## config.mk

```make
export PLATFORM = sky130hd
export DESIGN_NAME = fetch_stage
export DESIGN_NICKNAME = d
export VERILOG_FILES = /design/src/rtl/fetch_stage.sv
export SDC_FILE = /design/constraint.sdc
export NUM_CORES = 1
export LEC_CHECK = 0
export ABC_AREA = 1
export CORE_ASPECT_RATIO = 2
export CORE_MARGIN = 1
export CORE_UTILIZATION = 57
export DETAILED_ROUTE_END_ITERATION = 6
export GPL_ROUTABILITY_DRIVEN = 0
export HOLD_SLACK_MARGIN = 0.15
export PLACE_DENSITY_LB_ADDON = 0.12
export SYNTH_ARGS = -nofsm -noshare
export SYNTH_HDL_FRONTEND = slang
export SYNTH_SLANG_ARGS = --single-unit
```

## constraint.sdc

```tcl
create_clock -name clk -period 3.5 [get_ports clk]
set_input_delay 1.05 -clock clk [delete_from_list [all_inputs] [get_ports clk]]
set_output_delay 1.05 -clock clk [all_outputs]
set_load 0.02 [all_outputs]
```

## src/rtl/fetch_stage.sv

```systemverilog
// Instruction fetch stage: owns the PC, fetches over req/ack and
// buffers up to two {pc, inst} entries for decode.
module fetch_stage #(
  parameter logic [15:0] RESET_PC = 16'h0000,
  parameter logic [15:0] PC_INC   = 16'h0001
) (
  input  logic        clk,
  input  logic        rst,
  output logic        imem_req,
  output logic [15:0] imem_addr,
  input  logic        imem_ack,
  input  logic [15:0] imem_rdata,
  input  logic        redirect,
  input  logic [15:0] redirect_pc,
  output logic        id_valid,
  input  logic        id_ready,
  output logic [15:0] id_inst,
  output logic [15:0] id_pc,
  output logic [15:0] id_npc
);

  typedef enum logic [1:0] {
    S_IDLE,
    S_REQ,
    S_HOLD,
    S_DROP
  } state_t;

  state_t      r_state;
  state_t      w_state_nx;
  logic [15:0] r_req_pc;
  logic [15:0] w_req_pc_nx;
  logic [15:0] r_pend_pc;
  logic [15:0] w_pend_pc_nx;
  logic [15:0] r_pc   [2];
  logic [15:0] r_inst [2];
  logic        r_rd;
  logic        r_wr;
  logic [1:0]  r_cnt;
  logic [1:0]  w_cnt_nx;
  logic        w_push;
  logic        w_flush;
  logic        w_pop;

  assign w_pop = (r_cnt != 2'd0) & id_ready & ~w_flush;

  always_comb begin
    w_state_nx   = r_state;
    w_req_pc_nx  = r_req_pc;
    w_pend_pc_nx = r_pend_pc;
    w_push       = 1'b0;
    w_flush      = 1'b0;
    unique case (r_state)
      S_IDLE: begin
        w_state_nx = S_REQ;
        if (redirect) w_req_pc_nx = redirect_pc;
      end
      S_REQ: begin
        if (imem_ack && redirect) begin
          w_flush     = 1'b1;
          w_req_pc_nx = redirect_pc;
        end else if (imem_ack) begin
          w_push      = 1'b1;
          w_req_pc_nx = r_req_pc + PC_INC;
          // one entry held and nothing leaving: the push fills the buffer
          if (r_cnt == 2'd1 && !id_ready) w_state_nx = S_HOLD;
        end else if (redirect) begin
          w_flush      = 1'b1;
          w_pend_pc_nx = redirect_pc;
          w_state_nx   = S_DROP;
        end
      end
      S_HOLD: begin
        if (redirect) begin
          w_flush     = 1'b1;
          w_req_pc_nx = redirect_pc;
          w_state_nx  = S_REQ;
        end else if (id_ready) begin
          w_state_nx = S_REQ;
        end
      end
      S_DROP: begin
        if (redirect) w_pend_pc_nx = redirect_pc;
        if (imem_ack) begin
          w_req_pc_nx = redirect ? redirect_pc : r_pend_pc;
          w_state_nx  = S_REQ;
        end
      end
      default: w_state_nx = S_IDLE;
    endcase
  end

  always_comb begin
    w_cnt_nx = r_cnt;
    if (w_flush) w_cnt_nx = 2'd0;
    else w_cnt_nx = r_cnt + {1'b0, w_push} - {1'b0, w_pop};
  end

  always_ff @(posedge clk or negedge rst) begin
    if (!rst) begin
      r_state   <= S_IDLE;
      r_req_pc  <= RESET_PC;
      r_pend_pc <= RESET_PC;
      r_pc[0]   <= 16'h0000;
      r_pc[1]   <= 16'h0000;
      r_inst[0] <= 16'h0000;
      r_inst[1] <= 16'h0000;
      r_rd      <= 1'b0;
      r_wr      <= 1'b0;
      r_cnt     <= 2'd0;
    end else begin
      r_state   <= w_state_nx;
      r_req_pc  <= w_req_pc_nx;
      r_pend_pc <= w_pend_pc_nx;
      r_cnt     <= w_cnt_nx;
      if (w_flush) begin
        r_rd <= 1'b0;
        r_wr <= 1'b0;
      end else begin
        if (w_push) begin
          r_pc[r_wr]   <= r_req_pc;
          r_inst[r_wr] <= imem_rdata;
          r_wr         <= ~r_wr;
        end
        if (w_pop) r_rd <= ~r_rd;
      end
    end
  end

  assign imem_req  = (r_state == S_REQ) || (r_state == S_DROP);
  assign imem_addr = r_req_pc;
  assign id_valid  = (r_cnt != 2'd0);
  assign id_inst   = r_inst[r_rd];
  assign id_pc     = r_pc[r_rd];
  assign id_npc    = r_pc[r_rd] + PC_INC;

endmodule

```

==> results_tabular.tex, run 1 <==
\begin{tabular}{lr}
\hline
Metric & Value \\
\hline
\multicolumn{2}{l}{\textbf{Placement}} \\
Pre-CTS worst setup slack & 0.176 ns \\
Buffers on Ports & 102 \\
DPL Wire Length & 10.9 mm \\
\multicolumn{2}{l}{\textbf{Timing}} \\
Final Max Slew Viols & 0 \\
Period Utilization, post-route & 96.3\% \\
Relative slew margins & 54.6\% \\
Final setup viols & 0 \\
Skew final & 0.00645 ns \\
Unrepaired setup endpoints after global routing & no \\
Final total negative setup slack & 0 ns \\
Least-Margin Pin Slew & 0.681 ns \\
Minimum setup slack in the final design & 0.129 ns \\
Upper clock frequency limit & 0.297 GHz \\
Number of hold violations in the final report & 0 \\
Fin Hold WS & 0.491 ns \\
Minimum clock period & 3.37 ns \\
\multicolumn{2}{l}{\textbf{Logic synthesis}} \\
Top\_reg\_cell synth & dfrtp\_1 \\
Post-Syn Area per Cell & 7.32 um\^{}2 \\
Total of flip-flops plus latches after synthesis & 102 \\
Synthesized net count & 835 \\
Post-Syn Instances & 790 \\
Fraction of the yosys area taken by sequential cells & 44.2\% \\
Cell area after synthesis & 5780 um\^{}2 \\
Asr flop ratio synth & 100\% \\
Number of synthesized flops with an enable pin & 0 \\
Number of distinct standard cells referenced by the synthesized netlist & 40 \\
Yosys synthesis warning count & 0 \\
\multicolumn{2}{l}{\textbf{Layout}} \\
Final Net Count & 928 \\
Sequential Area & 2550 um\^{}2 \\
Area occupied by multi-input gates & 2740 um\^{}2 \\
Share of final-layout standard cells stronger than drive strength 1 & 7.88\% \\
Fillers & 765 \\
Antenna diode count & 0 \\
Layout overhead on the synthesized area & 24.9\% \\
\multicolumn{2}{l}{\textbf{Critical path}} \\
Setup crit end kind & output port \\
Setup Crit Path Kind & reg2out \\
Worst Path Arrival & 2.32 ns \\
Critical-path maximum fanout & 8 \\
Required time of the critical path & 2.45 ns \\
Nature of the critical path startpoint & flip-flop \\
Critical R2R Launch & r\_state[0] \\
Crit path from & r\_rd \\
\multicolumn{2}{l}{\textbf{Floorplanning}} \\
Die ar. & 10600 um\^{}2 \\
Count of standard-cell rows & 51 \\
I/O pin total & 103 \\
Core Area & 9760 um\^{}2 \\
Horizontal die dimension & 73.2 um \\
Initial core utilization & 59.2\% \\
Vertical die dimension & 144 um \\
\multicolumn{2}{l}{\textbf{Route}} \\
Number of optimization iterations in the first detailed-route pass & 5 \\
Vias per cell & 5.37 \\
Drt first-iter violations & 384 \\
DR WL/cell & 14.3 um \\
Routed via count & 5473 \\
Wire length after detailed routing & 14.6 mm \\
ANT nets after route & 0 \\
Post-route DRC violation count & 0 \\
\multicolumn{2}{l}{\textbf{Worst hold path}} \\
Class of the worst hold path & reg2reg \\
Critical hold path startpoint & r\_pc[6] \\
\multicolumn{2}{l}{\textbf{Global route}} \\
First-pass GRT wire length & 24.1 mm \\
Global router's overall resource usage & 29.6\% \\
Antenna violations before repair & 0 \\
Vias in the first global route & 5370 \\
Total global routing overflow & 0 \\
Largest net degree at the start of global routing & 65 \\
\multicolumn{2}{l}{\textbf{Clock tree}} \\
Number of buffers created by CTS & 9 \\
Clk root buf & clkbuf\_16 \\
Number of buffers added for setup after CTS & 0 \\
Count of H-tree levels built during CTS & 3 \\
CTS Sinks & 102 \\
Cts repair resizes & 12 \\
CTS tree & built \\
Maximum number of buffers from clock root to sink & 2 \\
Hold-fix buffers at CTS & 0 \\
Latest clock arrival within the worst-skew pair & 0.34 ns \\
Post-CTS clock slew at the launch and capture registers of the worst setup and hold paths & 0.07 ns \\
\multicolumn{2}{l}{\textbf{Run status}} \\
Result of the run & complete, no violations \\
\multicolumn{2}{l}{\textbf{Run}} \\
Max capacitance violation total & 0 \\
\multicolumn{2}{l}{\textbf{Power and ir drop}} \\
Power density of the placed cells & 1030 nW/um\^{}2 \\
Static power due to leakage & 0.00355 uW \\
Max VDD drop & 586 uV \\
Power after layout & 7460 uW \\
\hline
\end{tabular}
-- cell usage after synthesis (2+ instances only) --
cell type	n	area share, %
or2_2	2	0.22
or2_1	2	0.22
o22ai_1	2	0.22
o21ai_4	2	0.56
o211ai_1	2	0.26
nand3_1	26	2.3
buf_6	2	0.39
nand4_1	7	0.76
nand2_2	10	1.1
nor2_2	6	0.65
dfrtp_1	102	44
a21oi_1	38	3.3
o21ai_1	24	2.1
xor2_1	10	1.5
o21ai_0	92	8.0
inv_2	5	0.32
buf_4	3	0.39
buf_2	13	1.1
nand2_1	265	17
nor3_4	2	0.56
nand2_4	2	0.39
xnor2_1	6	0.91
o21ai_2	3	0.45
clkbuf_1	15	0.97
nor2_1	55	3.6
a22oi_1	3	0.39
ha_1	8	1.7
inv_1	71	4.6
-- power breakdown --
part | internal [uW] | switching (uW)
logic | 1670 | 2520
registers | 1750 | 433
clock network | 648 | 429
total | 4070 | 3390
-- state kept, by name, summed over array words and instances (netlist names) --
register,cells
r_pend_pc,16
r_rd,1
imem_addr,16
r_state,2
r_inst,32
r_wr,1
r_cnt,2
r_pc,32
-- worst paths after layout --
check,cells past startpoint,endpoint,slack (ns)
max,8,id_npc[4],0.13
min,2,r_pc[6],0.49
max reg2reg,10,r_cnt[1],0.99
min reg2reg,2,r_pc[6],0.49
max in group asynchronous,2,r_pend_pc[15],2.03
min in group asynchronous,1,r_inst[7],0.74
-- layout by cell type (no fill, tap or decap), types with 2 or more instances in the layout --
cell / synthesis / layout
nor2_1: 55 / 55
nor2_2: 6 / 6
ha_1: 8 / 8
a22oi_1: 3 / 3
a21oi_1: 38 / 38
nand4_1: 7 / 7
or2_2: 2 / 3
nand3_1: 26 / 26
o21ai_1: 24 / 24
xnor2_1: 6 / 6
buf_4: 3 / 14
nor3_4: 2 / 2
o21ai_4: 2 / 2
clkdlybuf4s50_1: 0 / 90
o21ai_2: 3 / 3
clkbuf_16: 0 / 9
dlygate4sd2_1: 0 / 9
clkdlybuf4s15_1: 0 / 2
o211ai_1: 2 / 2
nand2_2: 10 / 11
inv_2: 5 / 5
inv_1: 71 / 71
o21ai_0: 92 / 92
nand2_4: 2 / 2
xor2_1: 10 / 10
nand2_1: 265 / 264
o22ai_1: 2 / 2
bufinv_16: 0 / 2
dfrtp_1: 102 / 101
-- stage by stage --
step / utilization (%) / instance area (um^2) / cells
floorplan: - / 5780 / 790
global placement: 70.7 / 6900 / 1004
detailed placement: 70.7 / 6900 / 1004
CTS: 73.9 / 7210 / 1020
global route: 73.9 / 7220 / 1020
finish: 73.9 / 7220 / 1020
-- kinds of logic after synthesis --
family                   count (synthesis)  share of synthesized area (%)
flip-flops                             102                           44.2
buffers and inverters                  113                           8.40
XOR/XNOR                                16                           2.42
AND/OR/NAND/NOR                        381                           27.5
AO/OA/AOI/OAI                          170                           15.7
adder cells (fa/ha/maj)                  8                           1.73
-- worst max-delay path, stage by stage (launching register included) --
cell and delay [ns]:
dfrtp_2 0.46, inv_4 0.11, nand2_1 0.07, nand2_2 0.08, ha_1 0.21, nand2_2 0.10
nor2_2 0.18, xor2_1 0.16, clkdlybuf4s50_1 0.61
-- routing by layer --
metal	vias up	global-route usage [%]	part of all wire [%]
met2	162	53.9	55
met3	41	3.48	3.5
met1	2562	32.7	38
met4	0	15.3	3.7
li1	2708	-	-
met5	-	0	0
-- area by class of cell --
class | count | area share [%]
inverter | 78 | 4.09
sequential | 102 | 35.4
timing repair buffer | 117 | 15.7
clock inverter | 5 | 1.13
clock buffer | 11 | 3.36
tap | 132 | 2.29
multi-input combinational | 575 | 38.0
No activity file was read; power rests on OpenSTA's default activity.
==> run 2, diff against run 1 <==
--- a/constraint.sdc
+++ b/constraint.sdc
@@ -3,2 +3,2 @@
 set_output_delay 1.05 -clock clk [all_outputs]
-set_load 0.02 [all_outputs]
+set_load 0.05 [all_outputs]
==> results_tabular.tex, run 2 (same netlist as run 1, synthesis figures left out) <==
\begin{tabular}{lr}
\hline
Metric & Value \\
\hline
\multicolumn{2}{l}{\textbf{Floorplanning}} \\
Core Area & 9760 um\^{}2 (unchanged) \\
Die ar. & 10600 um\^{}2 (unchanged) \\
Vertical die dimension & 144 um (unchanged) \\
I/O pin total & 103 (unchanged) \\
Horizontal die dimension & 73.2 um (unchanged) \\
Count of standard-cell rows & 51 (unchanged) \\
Initial core utilization & 59.2\% (unchanged) \\
\multicolumn{2}{l}{\textbf{Clock tree}} \\
Number of buffers created by CTS & 9 (unchanged) \\
Number of buffers added for setup after CTS & 0 (unchanged) \\
Count of H-tree levels built during CTS & 3 (unchanged) \\
Latest clock arrival within the worst-skew pair & 0.34 ns (about the same) \\
Maximum number of buffers from clock root to sink & 2 (unchanged) \\
Clk root buf & clkbuf\_16 \\
Post-CTS clock slew at the launch and capture registers of the worst setup and hold paths & 0.07 ns (about the same) \\
CTS tree & built \\
CTS Sinks & 102 (unchanged) \\
\multicolumn{2}{l}{\textbf{Critical path}} \\
Critical-path maximum fanout & 36 (+28) \\
Nature of the critical path startpoint & flip-flop \\
Largest incremental delay on the critical path & 0.47 ns (-0.14 ns) \\
Worst Path Arrival & 2.31 ns (about the same) \\
CP bufs+invs & 3 (+1) \\
Setup Crit Path Kind & reg2out \\
Required time of the critical path & 2.45 ns (about the same) \\
Setup crit end kind & output port \\
CP max-delay cell & dfrtp\_2 \\
Cell breakdown of the critical path & buf\_12 -> nand2\_1 -> o21ai\_0 -> nor2\_1 -> nand3\_2 -> inv\_2 -> nand2\_1 -> xnor2\_1 -> buf\_12 \\
CP top delay family & simple AND/OR/NAND/NOR gates \\
\multicolumn{2}{l}{\textbf{Timing}} \\
Relative slew margins & 31.4\% (-23 points) \\
Fin Hold WS & 0.485 ns (-0.00592 ns) \\
Period Utilization, post-route & 96.0\% (-0.31 points) \\
Least-Margin Pin Slew & 1.03 ns (+0.348 ns) \\
Final setup viols & 0 (unchanged) \\
Final Max Slew Viols & 0 (unchanged) \\
Number of hold violations in the final report & 0 (unchanged) \\
Unrepaired setup endpoints after global routing & no \\
Upper clock frequency limit & 0.298 GHz (+0.32\%) \\
Minimum clock period & 3.36 ns (-0.0108 ns) \\
Final total negative setup slack & 0 ns (unchanged) \\
Skew final & 0.00629 ns (-0.000162 ns) \\
\multicolumn{2}{l}{\textbf{Layout}} \\
Share of final-layout standard cells stronger than drive strength 1 & 13.4\% (+5.5 points) \\
Commonest cells after routing, fill and taps aside & 264 x nand2\_1, 101 x dfrtp\_1, 92 x o21ai\_0 \\
Final Net Count & 927 (-0.11\%) \\
Biggest registers after layout & r\_inst x32, r\_pc x32 \\
Total non-filler cell area in the finished layout & 7320 um\^{}2 (+1.4\%) \\
Antenna diode count & 0 (unchanged) \\
Most frequent standard cell in the layout excluding fill and tap cells & nand2\_1 \\
Fillers & 779 (+1.8\%) \\
Layout overhead on the synthesized area & 26.7\% \\
\multicolumn{2}{l}{\textbf{Route}} \\
Wire length after detailed routing & 14.7 mm (+0.77\%) \\
Drt first-iter violations & 364 (-5.2\%) \\
ANT nets after route & 0 (unchanged) \\
Post-route DRC violation count & 0 (unchanged) \\
DR WL/cell & 14.4 um (+0.87\%) \\
Routed via count & 5507 (+0.62\%) \\
Vias per cell & 5.40 (+0.72\%) \\
Number of optimization iterations in the first detailed-route pass & 7 (+2) \\
\multicolumn{2}{l}{\textbf{Placement}} \\
DP Area & 7010 um\^{}2 (+1.6\%) \\
Buffers on Ports & 102 (unchanged) \\
DPL Wire Length & 11.0 mm (+1.1\%) \\
\multicolumn{2}{l}{\textbf{Run status}} \\
Result of the run & complete, no violations \\
\multicolumn{2}{l}{\textbf{Global route}} \\
Antenna violations before repair & 0 (unchanged) \\
Largest net degree at the start of global routing & 80 (+23\%) \\
Vias in the first global route & 5386 (+0.30\%) \\
Global router's overall resource usage & 29.9\% (+0.37 points) \\
First-pass GRT wire length & 24.3 mm (+0.97\%) \\
Total global routing overflow & 0 (unchanged) \\
\multicolumn{2}{l}{\textbf{Run}} \\
Max capacitance violation total & 0 (unchanged) \\
\multicolumn{2}{l}{\textbf{Worst hold path}} \\
Class of the worst hold path & reg2reg \\
\hline
\end{tabular}
run 2: cell types whose count changed in the layout (fill, tap and decap cells not counted), sizes merged:
cell           change
clkinvlp           +1
dlygate4sd2        -9
buf               +47
clkdlybuf4s15      -2
clkdlybuf4s50     -37
clkinv             +1
bufinv             -2
run 2: final timing paths:
path                              end  slack, ns       start  cells after the start
min                        r_inst[10]       0.48  r_inst[10]                      2
min reg2reg                r_inst[10]       0.48  r_inst[10]                      2
min in group asynchronous  r_inst[26]       0.86         rst                      1
max                         id_npc[9]       0.14        r_rd                      9
max in group asynchronous    r_pc[29]       1.86         rst                      2
max reg2reg                r_inst[25]       1.07  r_state[1]                      9
run 2: cell type report:
type                            count  area [um^2]  area share, %
Clock buffer                       11          243           3.32
Clock inverter                      5         33.8          0.461
Inverter                           78          300           4.10
Multi-Input combinational cell    575         2760           37.7
Sequential cell                   102         2550           34.9
Tap cell                          132          165           2.26
Timing Repair Buffer              116         1270           17.3
run 2: metrics by stage:
step | utilization (%) | std cells | setup slack [ns]
3_5_place_dp | 71.8 | 1003 | 0.334
6_report | 75.0 | 1019 | 0.140
3_3_place_gp | 71.8 | 1003 | 0.418
5_1_grt | 75.0 | 1019 | 0.0309
4_1_cts | 74.7 | 1019 | 0.0508
2_1_floorplan | - | 790 | 0.0365
run 2: worst reg2reg max path: stages, from the launching register on:
cell and delay [ns]:
dfrtp_1 0.42, inv_1 0.10, ha_1 0.44, nand2_1 0.19
nor2_2 0.19, inv_2 0.06, or2_2 0.28, buf_4 0.32
nand2_1 0.15, o21ai_0 0.11
run 2: what timing repair did:
item,CTS,global route
gates resized for setup,1,7
pin swaps,0,0
setup endpoints to repair,1,5
hold buffers,0,0
run 2: metal layers:
layer | track usage (%) | part of all wire, %
met5 | 0 | 0
met4 | 15.7 | 3.8
met3 | 4.39 | 4.6
met2 | 54.8 | 55
met1 | 32.3 | 37
Power of run 2 is left out: the tool's default activity adds up to more than one toggle a clock period on the data nets, which glitch-free logic cannot reach.
